## src/rtl/lcd_fmt_pkg.sv

```systemverilog
// lcd_fmt_pkg -- shared constants for the LCD1602 row formatter.
//   Holds the FSM state encoding, the ASCII bytes used to build the rows,
//   the channel label bytes and the row length in characters.
package lcd_fmt_pkg;

   localparam int ROW_CHARS = 16;

   typedef enum logic [1:0] {
      ST_IDLE   = 2'd0,
      ST_CONV_A = 2'd1,
      ST_CONV_B = 2'd2,
      ST_UPDATE = 2'd3
   } fmt_state_e;

   localparam logic [7:0] ASCII_SPACE = 8'h20;
   localparam logic [7:0] ASCII_ZERO  = 8'h30;
   localparam logic [7:0] ASCII_C     = 8'h43;
   localparam logic [7:0] ASCII_H     = 8'h48;
   localparam logic [7:0] ASCII_COLON = 8'h3A;
   localparam logic [7:0] ASCII_ONE   = 8'h31;
   localparam logic [7:0] ASCII_TWO   = 8'h32;

   // Four-character labels occupying chars 0-3 of each row.
   localparam logic [31:0] LABEL_CH1 = {ASCII_C, ASCII_H, ASCII_ONE, ASCII_COLON};
   localparam logic [31:0] LABEL_CH2 = {ASCII_C, ASCII_H, ASCII_TWO, ASCII_COLON};

endpackage : lcd_fmt_pkg

```

## src/rtl/bcd_add3_adj.sv

```systemverilog
// bcd_add3_adj -- double-dabble correction stage (purely combinational).
//   Every BCD nibble that is >= 5 gets +3 so the following left shift
//   carries correctly into the next decimal digit.
// Ports:
//   bcd_i  in   4*DIGITS  packed BCD digits, least significant nibble at [3:0]
//   bcd_o  out  4*DIGITS  corrected digits
module bcd_add3_adj #(
   parameter int DIGITS = 5
) (
   input  logic [4*DIGITS-1:0] bcd_i,
   output logic [4*DIGITS-1:0] bcd_o
);

   // Per-nibble add-3 correction.
   always_comb begin
      bcd_o = bcd_i;
      for (int i = 0; i < DIGITS; i++) begin
         if (bcd_i[4*i +: 4] >= 4'd5) begin
            bcd_o[4*i +: 4] = bcd_i[4*i +: 4] + 4'd3;
         end else begin
            bcd_o[4*i +: 4] = bcd_i[4*i +: 4];
         end
      end
   end

endmodule : bcd_add3_adj

```

## src/rtl/lcd_bin2ascii_fmt.sv

```systemverilog
// lcd_bin2ascii_fmt -- converts two unsigned binary values to decimal with a
//   sequential double-dabble (one bit per clock, channel A then channel B) and
//   formats two 16-character ASCII rows "CH1:ddddd" / "CH2:ddddd".
//   Both rows are written on the same edge so the LCD scan never shows a
//   half-updated pair.
// Ports:
//   clk       in   1    system clock (LCD driver domain)
//   rst_n     in   1    asynchronous active-low reset
//   start     in   1    conversion request, honoured only when idle
//   bin_a     in   16   channel 1 value
//   bin_b     in   16   channel 2 value
//   row1_val  out  128  row 1 ASCII, char 0 in [127:120]
//   row2_val  out  128  row 2 ASCII, same packing
//   busy      out  1    conversion in progress
//   done      out  1    one-cycle pulse with the new row values
module lcd_bin2ascii_fmt
   import lcd_fmt_pkg::*;
#(
   parameter int BIN_W    = 16,
   parameter int DIGITS   = 5,
   parameter bit BLANK_LZ = 1'b1
) (
   input  logic                   clk,
   input  logic                   rst_n,
   input  logic                   start,
   input  logic [BIN_W-1:0]       bin_a,
   input  logic [BIN_W-1:0]       bin_b,
   output logic [8*ROW_CHARS-1:0] row1_val,
   output logic [8*ROW_CHARS-1:0] row2_val,
   output logic                   busy,
   output logic                   done
);

   localparam int BCD_W = 4 * DIGITS;
   localparam int CNT_W = $clog2(BIN_W);
   localparam int ROW_W = 8 * ROW_CHARS;

   fmt_state_e         state_q, state_d;
   logic [BIN_W-1:0]   bin_b_q, bin_b_d;
   logic [BIN_W-1:0]   sh_q, sh_d;
   logic [BCD_W-1:0]   bcd_q, bcd_d;
   logic [CNT_W-1:0]   cnt_q, cnt_d;
   logic [BCD_W-1:0]   dig_a_q, dig_a_d;
   logic [BCD_W-1:0]   dig_b_q, dig_b_d;
   logic [ROW_W-1:0]   row1_q, row1_d;
   logic [ROW_W-1:0]   row2_q, row2_d;
   logic               busy_q, busy_d;
   logic               done_q, done_d;

   logic [BCD_W-1:0]       adj_s;
   logic [BCD_W+BIN_W-1:0] step_s;
   logic                   last_step_s;

   // Builds one row: label, right-aligned digits (MSD first), trailing spaces.
   function automatic logic [ROW_W-1:0] build_row(input logic [31:0]      label,
                                                  input logic [BCD_W-1:0] dig);
      logic [ROW_W-1:0] row;
      logic [3:0]       nib;
      logic             lead;
      row  = {ROW_CHARS{ASCII_SPACE}};
      row[ROW_W-1 -: 32] = label;
      lead = BLANK_LZ;
      for (int i = 0; i < DIGITS; i++) begin
         nib = dig[BCD_W-1-4*i -: 4];
         // Units digit is never blanked so a zero value still shows "0".
         if (lead && (nib == 4'd0) && (i != DIGITS-1)) begin
            row[ROW_W-1-8*(4+i) -: 8] = ASCII_SPACE;
         end else begin
            lead = 1'b0;
            row[ROW_W-1-8*(4+i) -: 8] = ASCII_ZERO + {4'd0, nib};
         end
      end
      return row;
   endfunction

   bcd_add3_adj #(.DIGITS(DIGITS)) u_add3 (
      .bcd_i (bcd_q),
      .bcd_o (adj_s)
   );

   // One double-dabble step: correct, then shift {bcd, bin} left by one.
   always_comb begin
      step_s      = {adj_s, sh_q} << 1;
      last_step_s = (cnt_q == CNT_W'(BIN_W-1));
   end

   // Next-state and datapath control.
   always_comb begin
      state_d = state_q;
      bin_b_d = bin_b_q;
      sh_d    = sh_q;
      bcd_d   = bcd_q;
      cnt_d   = cnt_q;
      dig_a_d = dig_a_q;
      dig_b_d = dig_b_q;
      row1_d  = row1_q;
      row2_d  = row2_q;
      busy_d  = busy_q;
      done_d  = 1'b0;
      case (state_q)
         ST_IDLE: begin
            if (start) begin
               bin_b_d = bin_b;
               sh_d    = bin_a;
               bcd_d   = '0;
               cnt_d   = '0;
               busy_d  = 1'b1;
               state_d = ST_CONV_A;
            end else begin
               state_d = ST_IDLE;
            end
         end
         ST_CONV_A: begin
            if (last_step_s) begin
               dig_a_d = step_s[BCD_W+BIN_W-1 -: BCD_W];
               sh_d    = bin_b_q;
               bcd_d   = '0;
               cnt_d   = '0;
               state_d = ST_CONV_B;
            end else begin
               bcd_d   = step_s[BCD_W+BIN_W-1 -: BCD_W];
               sh_d    = step_s[BIN_W-1:0];
               cnt_d   = cnt_q + CNT_W'(1);
            end
         end
         ST_CONV_B: begin
            if (last_step_s) begin
               dig_b_d = step_s[BCD_W+BIN_W-1 -: BCD_W];
               sh_d    = '0;
               bcd_d   = '0;
               cnt_d   = '0;
               state_d = ST_UPDATE;
            end else begin
               bcd_d   = step_s[BCD_W+BIN_W-1 -: BCD_W];
               sh_d    = step_s[BIN_W-1:0];
               cnt_d   = cnt_q + CNT_W'(1);
            end
         end
         ST_UPDATE: begin
            row1_d  = build_row(LABEL_CH1, dig_a_q);
            row2_d  = build_row(LABEL_CH2, dig_b_q);
            done_d  = 1'b1;
            busy_d  = 1'b0;
            state_d = ST_IDLE;
         end
         default: begin
            busy_d  = 1'b0;
            state_d = ST_IDLE;
         end
      endcase
   end

   // State and output registers.
   always_ff @(posedge clk or negedge rst_n) begin
      if (!rst_n) begin
         state_q <= ST_IDLE;
         bin_b_q <= '0;
         sh_q    <= '0;
         bcd_q   <= '0;
         cnt_q   <= '0;
         dig_a_q <= '0;
         dig_b_q <= '0;
         row1_q  <= {ROW_CHARS{ASCII_SPACE}};
         row2_q  <= {ROW_CHARS{ASCII_SPACE}};
         busy_q  <= 1'b0;
         done_q  <= 1'b0;
      end else begin
         state_q <= state_d;
         bin_b_q <= bin_b_d;
         sh_q    <= sh_d;
         bcd_q   <= bcd_d;
         cnt_q   <= cnt_d;
         dig_a_q <= dig_a_d;
         dig_b_q <= dig_b_d;
         row1_q  <= row1_d;
         row2_q  <= row2_d;
         busy_q  <= busy_d;
         done_q  <= done_d;
      end
   end

   assign row1_val = row1_q;
   assign row2_val = row2_q;
   assign busy     = busy_q;
   assign done     = done_q;

endmodule : lcd_bin2ascii_fmt

```

## config.mk

```make
export PLATFORM = sky130hd
export DESIGN_NAME = lcd_bin2ascii_fmt
export DESIGN_NICKNAME = d
export VERILOG_FILES = /design/src/rtl/lcd_fmt_pkg.sv /design/src/rtl/bcd_add3_adj.sv /design/src/rtl/lcd_bin2ascii_fmt.sv
export SDC_FILE = /design/constraint.sdc
export NUM_CORES = 1
export LEC_CHECK = 0
export BUFFER_PORTS_ARGS = -buffer_cell sky130_fd_sc_hd__buf_2
export CAP_MARGIN = 20
export CORE_MARGIN = 8
export CORE_UTILIZATION = 38
export CTS_CLUSTER_SIZE = 14
export DETAILED_ROUTE_END_ITERATION = 10
export PLACE_DENSITY_LB_ADDON = 0.12
export SYNTH_ARGS = -nofsm -noshare
export SYNTH_HDL_FRONTEND = slang
export SYNTH_HIERARCHICAL = 1
export SYNTH_SLANG_ARGS = --single-unit
```

## constraint.sdc

```tcl
create_clock -name clk -period 4 [get_ports clk]
set_clock_uncertainty 0.15 [all_clocks]
set_input_delay 0.2 -clock clk [delete_from_list [all_inputs] [get_ports clk]]
set_output_delay 0.2 -clock clk [all_outputs]
set_load 0.02 [all_outputs]
```

==> impl_metrics.ini <==
[sta]
max_slew_margin_pct = 40.8
tns_ns = 0
fmax_mhz = 364
fin_crit_ns = 2.75
rsz0062_at_grt = false
maxSlewViolCount = 0
worst_pin_slew_ns = 0.888
finalSetupViolations = 0
finalCritPeriodShare_pct = 68.8
hold_viol = 0

[floorplan]
die_h_um = 163
die_width_um = 163
core-area_um2 = 21600
die_area_um2 = 26600
rows = 54
io_pins = 293
initial_core_util_pct = 38.2

[cts]
cts_buffers = 17
clock_latency_ns = 0.42
cts_tree = yes
cts_resized = 0
clk_transition_reported_paths_ns = 0.06
cts_hold_buffers = 33
cts_max_path_buffers = 2
cts_sinks = 150
cts_htree_levels = 4
root_buffer = clkbuf_16
cts_setup_buffers = 0

[critical_path]
crit_fanout = 21
cp_slowest_cell = ha_1
crit_buf_inv = 2
start_kind = flop
critPathMaxStageDelay_ns = 0.76
crit_path_cell_trace = inv_1, ha_1, inv_1, nor3_4, a311oi_2
required_ns = 4.09
cp-end-kind = flop
crit_type = flop to flop
crit_family = adder cells
worst_path_most_repeated_cell = inv_1
arrival_ns = 2.84

[min_path]
hold_class = input pin to flop

[grt]
grtUsageMet3_pct = 3.86
met2_usage_pct = 20.6
track_usage_pct = 13.0
grt_pass1_vias = 5211
use_met1_pct = 17.2
grt-ovfl-total = 0
grt_max_degree = 96
gr-max-usage-layer = met2
grt_antenna_before_repair = 0
grt_pass1_wl_um = 28000

[finish]
regArea_um2 = 3750
mostFrequentLayoutCell = conb_1
fin_util_pct = 42.1
fin_nets = 932
syn2layout_area_growth_pct = 10.3
multiInputGateArea_um2 = 3370
antenna_cells_inserted = 0
n_fill_cell = 2091
drive_gt1_share_pct = 28.4
final_cell_mix = conb_1 (182), dfrtp_1 (149), buf_2 (109), nand2_1 (98), mux2_2 (80)

[route]
drtPass1Iterations = 4
vias = 5102
antenna_left = 0
drc = 0
avgViaCountPerCell = 4.35
drt_iter0_drc = 202
wirelength_um = 17600
route.detailed.wl_per_inst_um = 15.0

[synthesis]
synthCells = 769
netlist_area_um2 = 8220
syn_area_per_cell_um2 = 10.7
ys_warn_count = 6

[place]
place.gp.congestion = 0.750
dp_hpwl_um = 12600
numPortBuffers = 110

[power_and_ir_drop]
power_density_nw_per_um2 = 658
p_seq_share_pct = 35.8
switching_share_pct = 37.9
comb_power_share_pct = 37.9
ir_drop_v = 0.000325
switching_power_mw = 2.26
leakage_nw = 4.72
p_int_mw = 3.70
clock_power_share_pct = 26.3

[flow_run]
cap_violations = 0

[run_status]
outcome = complete, no violations
[layer usage]
layer | vias to the layer above | share of wire, %
met1 | 2461 | 45
li1 | 2442 | -
met3 | 15 | 7.6
met2 | 184 | 47
met4 | 0 | 0.93
met5 | - | 0
[area by class of cell]
type,instances,share of cell area (%)
clock buffer,18,4.73
timing repair buffer,152,10.5
inverter,15,0.621
tap,280,3.86
sequential,150,41.4
clock inverter,14,1.66
multi-input combinational,545,37.2
[worst paths after layout]
kind                                        start                  endpoint  slack [ns]  cells past startpoint
setup / recovery           state_q[0]$_DFFE_PN0P_      sh_q[11]$_DFFE_PN0P_        1.25                      5
hold / removal                          bin_a[11]      sh_q[11]$_DFFE_PN0P_        0.03                      3
setup reg to reg           state_q[0]$_DFFE_PN0P_      sh_q[11]$_DFFE_PN0P_        1.25                      5
hold reg to reg            dig_a_q[1]$_DFFE_PN0P_    dig_a_q[1]$_DFFE_PN0P_        0.33                      2
max in group asynchronous                   rst_n      sh_q[10]$_DFFE_PN0P_        2.41                      3
min in group asynchronous                   rst_n  row2_val[59]$_DFFE_PN0P_        0.30                      2
[worst min-delay path, stage by stage]
cell      delay (ns)
buf_2           0.10
nor4_1          0.06
a311oi_2        0.18
[power by group through the flow]
| stage | sequential (mW) | combinational, mW | clock (mW) |
|---|---|---|---|
| after floorplan | 2.16 | 1.91 | 0 |
| after global placement | 2.16 | 2.25 | 0 |
| after detailed placement | 2.17 | 2.27 | 0 |
| after CTS | 2.14 | 2.29 | 1.63 |
| after global routing | 2.19 | 2.51 | 1.69 |
| final | 2.14 | 2.26 | 1.57 |
[flip-flops by register name, indices dropped and copies added, names as in the netlist]
| register | count |
|---|---|
| bcd_q | 20 |
| bin_b_q | 16 |
| busy | 1 |
| cnt_q | 4 |
| dig_a_q | 20 |
| dig_b_q | 20 |
| done | 1 |
| row1_val | 26 |
| row2_val | 24 |
| sh_q | 16 |
| state_q | 2 |
[metrics by stage]
stage / hold slack, ns / cells / total power, mW / cell area, um2 / setup slack (ns)
2_1_floorplan: -0.246 / 949 / 4.06 / 8900 / 2.22
3_3_place_gp: 0.223 / 1109 / 4.41 / 8160 / 1.23
3_5_place_dp: 0.213 / 1109 / 4.43 / 8160 / 1.18
4_1_cts: 0.00171 / 1174 / 6.06 / 9070 / 1.19
5_1_grt: 0.0185 / 1174 / 6.38 / 9070 / 1.01
6_report: 0.0336 / 1174 / 5.96 / 9070 / 1.25
Power figures use the tool's default switching activity.
